File: config.mk
export PLATFORM = sky130hd
export DESIGN_NAME = alu_issue
export DESIGN_NICKNAME = d
export VERILOG_FILES = /design/src/rtl/alu_issue.sv
export SDC_FILE = /design/constraint.sdc
export NUM_CORES = 2
export LEC_CHECK = 0
export CORE_UTILIZATION = 35
export DETAILED_ROUTE_END_ITERATION = 7
export GPL_TIMING_DRIVEN = 0
export PLACE_DENSITY = 0.62
export SYNTH_ARGS = -nofsm -noshare
export SYNTH_HDL_FRONTEND = slang
export SYNTH_SLANG_ARGS = --single-unit
File: constraint.sdc
create_clock -name clk -period 7.36 [get_ports clk]
set_input_delay 1.84 -clock clk [delete_from_list [all_inputs] [get_ports clk]]
set_output_delay 1.84 -clock clk [all_outputs]
set_load 0.02 [all_outputs]
File: src/rtl/alu_issue.sv
// alu_issue: single-issue front end for the arithmetic ALU.
// Accepts one RV32I OP / OP-IMM instruction at a time, reads operands from an
// internal 32x32 register file, presents them to the ALU for one cycle, then
// waits (bounded by TIMEOUT) for the ALU result and writes it back to rd.
//
// Handshake: instr is taken on a rising edge where instr_valid && instr_ready;
// instr_ready is high only in IDLE. The four ALU qualifiers are high for exactly
// the single ISSUE cycle. result is taken only on a WAIT-state edge where
// result_valid is high; result_valid in any other state is ignored.
module alu_issue #(
    parameter int TIMEOUT = 4
) (
    input  logic        clk,
    input  logic        rst,
    input  logic [31:0] instr,
    input  logic        instr_valid,
    output logic        instr_ready,
    output logic [31:0] lhs,
    output logic        lhs_valid,
    output logic [31:0] rhs,
    output logic        rhs_valid,
    output logic [2:0]  operation,
    output logic        operation_valid,
    output logic [6:0]  metadata,
    output logic        metadata_valid,
    input  logic [31:0] result,
    input  logic        result_valid,
    output logic        retired,
    output logic        error,
    input  logic [4:0]  dbg_addr,
    output logic [31:0] dbg_data
);

    localparam logic [6:0] OPC_OP     = 7'h33;
    localparam logic [6:0] OPC_OP_IMM = 7'h13;
    localparam logic [6:0] F7_ZERO    = 7'h00;
    localparam logic [6:0] F7_ALT     = 7'h20;

    localparam int          CW       = $clog2(TIMEOUT + 1);
    localparam logic [CW-1:0] WAIT_LAST = CW'(TIMEOUT - 1);

    typedef enum logic [1:0] {
        S_IDLE  = 2'd0,
        S_ISSUE = 2'd1,
        S_WAIT  = 2'd2
    } state_t;

    state_t state;
    state_t state_nxt;

    logic [31:0]   regs [32];
    logic [4:0]    rd_q;
    logic [CW-1:0] wait_cnt;

    // Instruction fields
    logic [6:0]  opcode;
    logic [4:0]  rd;
    logic [2:0]  funct3;
    logic [4:0]  rs1;
    logic [4:0]  rs2;
    logic [6:0]  funct7;
    logic        is_op;
    logic        is_op_imm;
    logic        is_shift;
    logic        legal;
    logic [31:0] rs1_val;
    logic [31:0] rs2_val;
    logic [31:0] rhs_nxt;
    logic [6:0]  meta_nxt;

    // FSM strobes
    logic accept;
    logic illegal;
    logic writeback;
    logic timeout;

    assign opcode = instr[6:0];
    assign rd     = instr[11:7];
    assign funct3 = instr[14:12];
    assign rs1    = instr[19:15];
    assign rs2    = instr[24:20];
    assign funct7 = instr[31:25];

    // Decode, legality check and operand selection for the word on instr
    always_comb begin
        is_op     = (opcode == OPC_OP);
        is_op_imm = (opcode == OPC_OP_IMM);
        is_shift  = (funct3 == 3'd1) || (funct3 == 3'd5);
        legal     = 1'b0;
        if (is_op) begin
            legal = (funct7 == F7_ZERO) ||
                    ((funct7 == F7_ALT) && ((funct3 == 3'd0) || (funct3 == 3'd5)));
        end else if (is_op_imm) begin
            if (funct3 == 3'd1)
                legal = (funct7 == F7_ZERO);
            else if (funct3 == 3'd5)
                legal = (funct7 == F7_ZERO) || (funct7 == F7_ALT);
            else
                legal = 1'b1;
        end

        rs1_val = (rs1 == 5'd0) ? 32'd0 : regs[rs1];
        rs2_val = (rs2 == 5'd0) ? 32'd0 : regs[rs2];

        // The ALU shifts by the whole rhs, so shift amounts are cut to 5 bits here
        if (is_op)
            rhs_nxt = is_shift ? {27'd0, rs2_val[4:0]} : rs2_val;
        else
            rhs_nxt = is_shift ? {27'd0, instr[24:20]} : {{20{instr[31]}}, instr[31:20]};

        // For non-shift OP-IMM the funct7 bits are immediate, not an ALU modifier
        meta_nxt = (is_op || is_shift) ? funct7 : F7_ZERO;
    end

    // State register
    always_ff @(posedge clk) begin
        if (rst)
            state <= S_IDLE;
        else
            state <= state_nxt;
    end

    // Next-state logic and per-cycle strobes
    always_comb begin
        state_nxt = state;
        accept    = 1'b0;
        illegal   = 1'b0;
        writeback = 1'b0;
        timeout   = 1'b0;
        case (state)
            S_IDLE: begin
                if (instr_valid) begin
                    if (legal) begin
                        accept    = 1'b1;
                        state_nxt = S_ISSUE;
                    end else begin
                        illegal = 1'b1;
                    end
                end
            end
            S_ISSUE: begin
                state_nxt = S_WAIT;
            end
            S_WAIT: begin
                if (result_valid) begin
                    writeback = 1'b1;
                    state_nxt = S_IDLE;
                end else if (wait_cnt == WAIT_LAST) begin
                    timeout   = 1'b1;
                    state_nxt = S_IDLE;
                end
            end
            default: begin
                state_nxt = S_IDLE;
            end
        endcase
    end

    assign instr_ready     = (state == S_IDLE);
    assign lhs_valid       = (state == S_ISSUE);
    assign rhs_valid       = (state == S_ISSUE);
    assign operation_valid = (state == S_ISSUE);
    assign metadata_valid  = (state == S_ISSUE);

    // Operand latches, WAIT cycle counter and status pulses
    always_ff @(posedge clk) begin
        if (rst) begin
            lhs       <= '0;
            rhs       <= '0;
            operation <= '0;
            metadata  <= '0;
            rd_q      <= '0;
            wait_cnt  <= '0;
            retired   <= 1'b0;
            error     <= 1'b0;
        end else begin
            retired <= writeback;
            error   <= illegal | timeout;
            if (accept) begin
                lhs       <= rs1_val;
                rhs       <= rhs_nxt;
                operation <= funct3;
                metadata  <= meta_nxt;
                rd_q      <= rd;
            end
            if (state == S_WAIT)
                wait_cnt <= wait_cnt + 1'b1;
            else
                wait_cnt <= '0;
        end
    end

    // Register file; x0 is never written so it stays zero
    always_ff @(posedge clk) begin
        if (rst) begin
            for (int i = 0; i < 32; i++)
                regs[i] <= '0;
        end else if (writeback && (rd_q != 5'd0)) begin
            regs[rd_q] <= result;
        end
    end

    assign dbg_data = (dbg_addr == 5'd0) ? 32'd0 : regs[dbg_addr];

endmodule

Word-level counts from Yosys, hierarchy flattened
Memory sizes are Yosys's and may differ from the RTL's.
Cells that the tools add are included.
Word-level totals
  output and inout port bits: 113
  register bits after elaboration: 86
  bits in writable memories: 1024
  memories: 1
  input bits: 73
  word-level logic and storage cells: 76
Cells by class
  add/sub/neg operators: 1
  multiplexer cells: 35
  reductions and logical operators: 17
  bitwise gates (word level): 2
  equal/unequal tests: 11
Memories
  regs: depth 32, bits a word 32, read ports 3, clocked after memory_dff 0, write ports 32, line 51  | logic [31:0] regs [32];
Operators by type and width (count)
  $mux 32: 7
  $reduce_or 32->1: 1
  $mux 1: 21
  $logic_not 5->1: 3
  $eq 7x6->1 const B: 2
  $mux 2: 4
  $eq 7x5->1 const B: 1
  $logic_not 7->1: 1
  $mux 7: 1
  $pmux 2 s3: 1
  $logic_or 1x1->1: 5
  $mux 5: 1
  $reduce_bool 5->1: 1
  $add 3x1->3 const B: 1
  $eq 3x1->1 const B: 1
  $eq 3x2->1 const B: 1
  $eq 3x3->1 const B: 1
  $logic_not 3->1: 1
  $ne 3x3->1 const B: 1
  $reduce_and 3->1: 1
  $eq 2x1->1 const B: 1
  $eq 2x2->1 const B: 1
  $logic_and 1x1->1: 2
  $logic_not 2->1: 1
  other kinds (5): 5

Logic depth before layout (Yosys ltp)
  depth in word-level cells: 10
  gate-level depth with buffers: 10
  mapped depth without buffers: 6

Worst setup path before layout
OpenSTA, ideal clock, no wires.
  path type: input to output
  start point: input dbg_addr[0]
  end point: output dbg_data[21]
  arrival time: 3.838 ns
  path buffers: 3
  stages on the path: 7
  path slack: 1.682 ns
  required time: 5.520 ns
  cell sequence: clkbuf_1 > buf_2 > buf_2 > mux4_2 > mux4_2 > nand2_1 > o21ai_0
On the way
  cells in the longest elaborated chain, start to end: 2
  elaborated cells between the ends (all ways): 3
  those cells by class: 1 x mux; 1 x reduce/logical; 1 x memory
RTL lines
  start: declaration: line 30  | input logic [4:0] dbg_addr,
  $mem_v2 32x32 or $logic_not 5->1 (tied branches)
  $mux 32 *: line 203  | assign dbg_data = (dbg_addr == 5'd0) ? 32'd0 : regs[dbg_addr];
  end: declaration: line 31  | output logic [31:0] dbg_data
Mark *: on every way between the ends. The rest lies on a longest branch, timed or not.

Worst setup path in the final report
  start point: input dbg_addr[3]
  end point: output dbg_data[1]
Same word-level chain as after synthesis.

==> out/summary.txt <==
========================================================================================
Max Cap Violations ........................................................           25
Top_reg_cell synth ........................................................     edfxtp_1
Status .................................................................... finished with violations
Number of clock buffers inserted by TritonCTS .............................          131
Area share of the leading cell type in the synthesized netlist ............        46.7%
Most frequent cells in the layout ......................................... edfxtp_1 (1024), and2_1 (1000), mux4_2 (704), clkbuf_1 (325), mux2i_1 (313)
Peak supply drop ..........................................................       277 uV
Critical path's slowest cell ..............................................     clkbuf_1
DPL Wire Length ...........................................................    227000 um
Total of cells resized after clock tree synthesis .........................           55
R2r worst-path depth ......................................................            7
Clock network fraction of total power .....................................        41.2%
Core Box Area .............................................................   186000 um2
Worst min-delay path class ................................................ register to register
TritonCTS clock tree ......................................................          yes
Total leakage power .......................................................    0.0267 uW
Area contributors post-synth .............................................. edfxtp_1 (47%), mux4_2 (24%), and2_1 (9.5%)
Net total in the final layout .............................................         5041
Post-DR vias/cell .........................................................         6.90
Share of cells above drive strength 1 .....................................        22.9%
Most frequent standard cell in the layout excluding fill and tap cells ....     edfxtp_1
Capturing element of the worst setup path .................................  dbg_data[1]
CP top delay family ....................................................... buffers and inverters
Cell count after placement ................................................         7311
Critical path type ........................................................ input port to output pin
Total Routed Length .......................................................    334000 um
Setup bufs post-CTS .......................................................            0
Layout Skew ...............................................................      36.6 ps
Highest clock rate ........................................................      135 MHz
Power spent charging and discharging nets .................................      4640 uW
Reg-to-reg critical path endpoint ......................................... regs[4][9]$_SDFFCE_PN0P_
Total Neg Setup Slack .....................................................      -105 ps
Starting density of the core ..............................................        35.4%
Total number of vias ......................................................        52.3k
Skew-Pair Late Insertion Delay ............................................       840 ps
Crit path top cell by count ............................................... clkdlybuf4s50_1
Ys Warns ..................................................................            0
Sw frac ...................................................................        28.2%
Crit path buf inv count ...................................................            4
Launch point of the worst reg-to-reg path ................................. state[1]$_SDFFE_PP0P_
Cell internal pwr .........................................................     11800 uW
Number of buffer cells added on primary ports .............................          174
Final setup violation count ...............................................            2
Top-level I/O count .......................................................          186
Count of filler cells inserted in the layout ..............................        17.0k
Post-synth EDFFs ..........................................................         1024
RSZ-0062 raised after global routing ......................................           no
Number of H-tree branching levels .........................................            4
Worst Path Arrival ........................................................      5580 ps
Library cell used as clock root buffer ....................................    clkbuf_16
Worst EP required .........................................................      5520 ps
Total global routing overflow .............................................            0
GRT Util Overall ..........................................................        34.4%
CTS Hold Buffers Added ....................................................            0
Via count of the first global-routing pass ................................        49.4k
Signed area change from the synthesized netlist to the final layout .......        15.3%
Residual antenna-violating net count after detailed routing ...............            0
Post-route insts no fill ..................................................         7575
Initial antenna violation count ...........................................           21
Die Outline Area ..........................................................   190000 um2
Final number of max-transition violations .................................          268
Per-instance average area after synthesis .................................     14.3 um2
Ordered cell list for the critical path ................................... clkdlybuf4s50_1 > clkbuf_2 > clkbuf_1 > mux4_2 > nand2_1 > o21ai_0 > clkdlybuf4s50_1
Hold violation total from the final report ................................            0
Final worst setup slack ...................................................     -56.9 ps
Largest fanout on the critical path .......................................           10
Fraction of the cycle the final worst path needs ..........................         101%
Synth area leader .........................................................     edfxtp_1
Final RePlAce weighted congestion .........................................         1.04
Starting DRC count in detailed routing ....................................        10.9k
FFs w/ async S/R, synth ...................................................           0%
Horizontal extent of the die ..............................................       436 um
Sink count of the clock tree ..............................................         1110
Finished Core Util ........................................................        40.8%
Flop2flop setup slack .....................................................      2870 ps
Number of design rule violations left after detail routing ................            1
Critical path origin ......................................................  dbg_addr[3]
Cell count after synthesis ................................................         4603
Number of search-and-repair iterations in the first detailed-routing pass .            8
Slew at the pin closest to its max-slew limit .............................      1790 ps
Sequential cell area fraction in the yosys report .........................        49.3%
Delay of the slowest cell on the worst path ...............................      1010 ps
Chip height ...............................................................       436 um
Post-route minimum period .................................................      7420 ps
Clock-pin slew on the worst setup and hold paths ..........................        60 ps
Combinational Power Share .................................................        14.8%
Pwr dens ..................................................................   217 nW/um2
Global-route wire length before repair ....................................    437000 um
Count of cell instances traversed by the critical path ....................            7
Count of state elements after synthesis ...................................         1110
Total power ...............................................................     16500 uW
Average wire length per cell after detail routing .........................      44.1 um
Buffers from clock root to sink, at most ..................................            3
Endpoint type of the worst setup path .....................................   output pin
Seq pwr share .............................................................        44.0%
Count of standard-cell rows ...............................................          158
Violated checks ........................................................... design-rule violations, max-capacitance violations, max-slew violations, negative setup slack
Maximum number of pins on one net before global-route repair ..............           33
Headroom to the max-slew limit ............................................       -19.6%
Count of unique library cells instantiated by Yosys .......................           56
Post-synthesis instance area ..............................................    65800 um2
CP startpoint kind ........................................................   input port
========================================================================================
[worst min-delay path by stage]
stage | from | endpoint | slack [ps] | cells after the start
after global placement | wait_cnt[0]$_SDFF_PP0_ | wait_cnt[0]$_SDFF_PP0_ | 410 | 1
after detailed placement | wait_cnt[0]$_SDFF_PP0_ | wait_cnt[0]$_SDFF_PP0_ | 430 | 1
after floorplan | wait_cnt[0]$_SDFF_PP0_ | wait_cnt[0]$_SDFF_PP0_ | 400 | 1
final | wait_cnt[0]$_SDFF_PP0_ | wait_cnt[0]$_SDFF_PP0_ | 430 | 1
after global routing | wait_cnt[0]$_SDFF_PP0_ | wait_cnt[0]$_SDFF_PP0_ | 440 | 1
after CTS | wait_cnt[0]$_SDFF_PP0_ | wait_cnt[0]$_SDFF_PP0_ | 430 | 1
[sequential cells by signal, indices dropped and copies added, names as in the netlist]
name	flops
regs	1024
lhs	32
rhs	32
metadata	7
rd_q	5
operation	3
wait_cnt	3
state	2
error	1
retired	1
[per-layer routing]
layer | global-route usage [%] | vias to the layer above | part of all wire [%]
li1 | - | 18811 | -
met1 | 40.0 | 26382 | 33
met2 | 48.7 | 5513 | 41
met3 | 16.0 | 1543 | 16
met4 | 26.9 | 24 | 9.9
met5 | 1.79 | - | 0.12
[power groups by stage]
| stage | clock network (uW) | logic [uW] | registers, uW |
|---|---|---|---|
| after global placement | 0 | 2240 | 7360 |
| after detailed placement | 0 | 2290 | 7370 |
| after CTS | 6680 | 2300 | 7240 |
| after global routing | 6910 | 2400 | 7260 |
| final | 6780 | 2430 | 7250 |
| after floorplan | 0 | 1280 | 7300 |
[Yosys cell counts, types with 3 or more instances]
cell type and count:
edfxtp_1 1024, and2_1 1000, mux4_2 704, clkbuf_1 340, mux2i_1 313, a221oi_1 157, nor2_1 152, nand2_1 123
buf_2 99, o21ai_0 99, dfxtp_1 86, a22oi_1 62, nor3_1 44, nor2b_1 39, inv_1 38, a211oi_1 35
buf_1 31, buf_4 31, or2_2 31, a31oi_1 22, a311o_1 21, a21oi_1 20, o21bai_1 20, o22a_1 20
a311oi_1 9, buf_6 9, nand3_1 8, nor4_1 7, nand3b_1 6, o2bb2ai_1 6, mux2_2 4, or3_1 4
and3_1 3, nand2b_1 3, o22ai_1 3
[cell families (layout without fill, tap and decap cells)]
logic type / count (synthesis) / in the layout / share of synthesized area [%]
other: 1 / 55 / 0.00570
and+or+nand+nor: 1432 / 1432 / 12.5
AOI/OAI and AO/OA: 486 / 486 / 5.54
muxes: 1021 / 1021 / 28.9
adders and majority gates: 2 / 2 / 0.0380
DFF: 1110 / 1110 / 49.3
buffers and inverters: 551 / 989 / 3.64
[worst reg2reg max path, delay by kind of cell, from the launching register on]
family	cells	cell delay [ps]
buffers and inverters	2	1260
flip-flops	1	300
AND/OR/NAND/NOR	5	2780
[stage by stage]
| step | setup slack, ps | cell area [um2] | hold slack [ps] |
|---|---|---|---|
| floorplan | 1680 | 65900 | 398 |
| global placement | -1140 | 70800 | 409 |
| detailed placement | -1130 | 71400 | 427 |
| CTS | 3.63 | 75700 | 435 |
| global route | 67.1 | 75800 | 435 |
| finish | -56.9 | 75900 | 430 |
[layout make-up]
class                   instances  area, um2  share of cell area [%]
flip-flops and latches       1110      32500                    42.8
multi-input cells            2973      31200                    41.1
clock buffers                 172       3520                    4.65
well taps                    2480       3100                    4.09
plain buffers                 512       2390                    3.15
repair buffers                199       2280                    3.00
clock inverters                67        743                   0.980
inverters                      39        146                   0.193
diodes                         23       57.6                  0.0759
(Power assumes the default switching activity.)
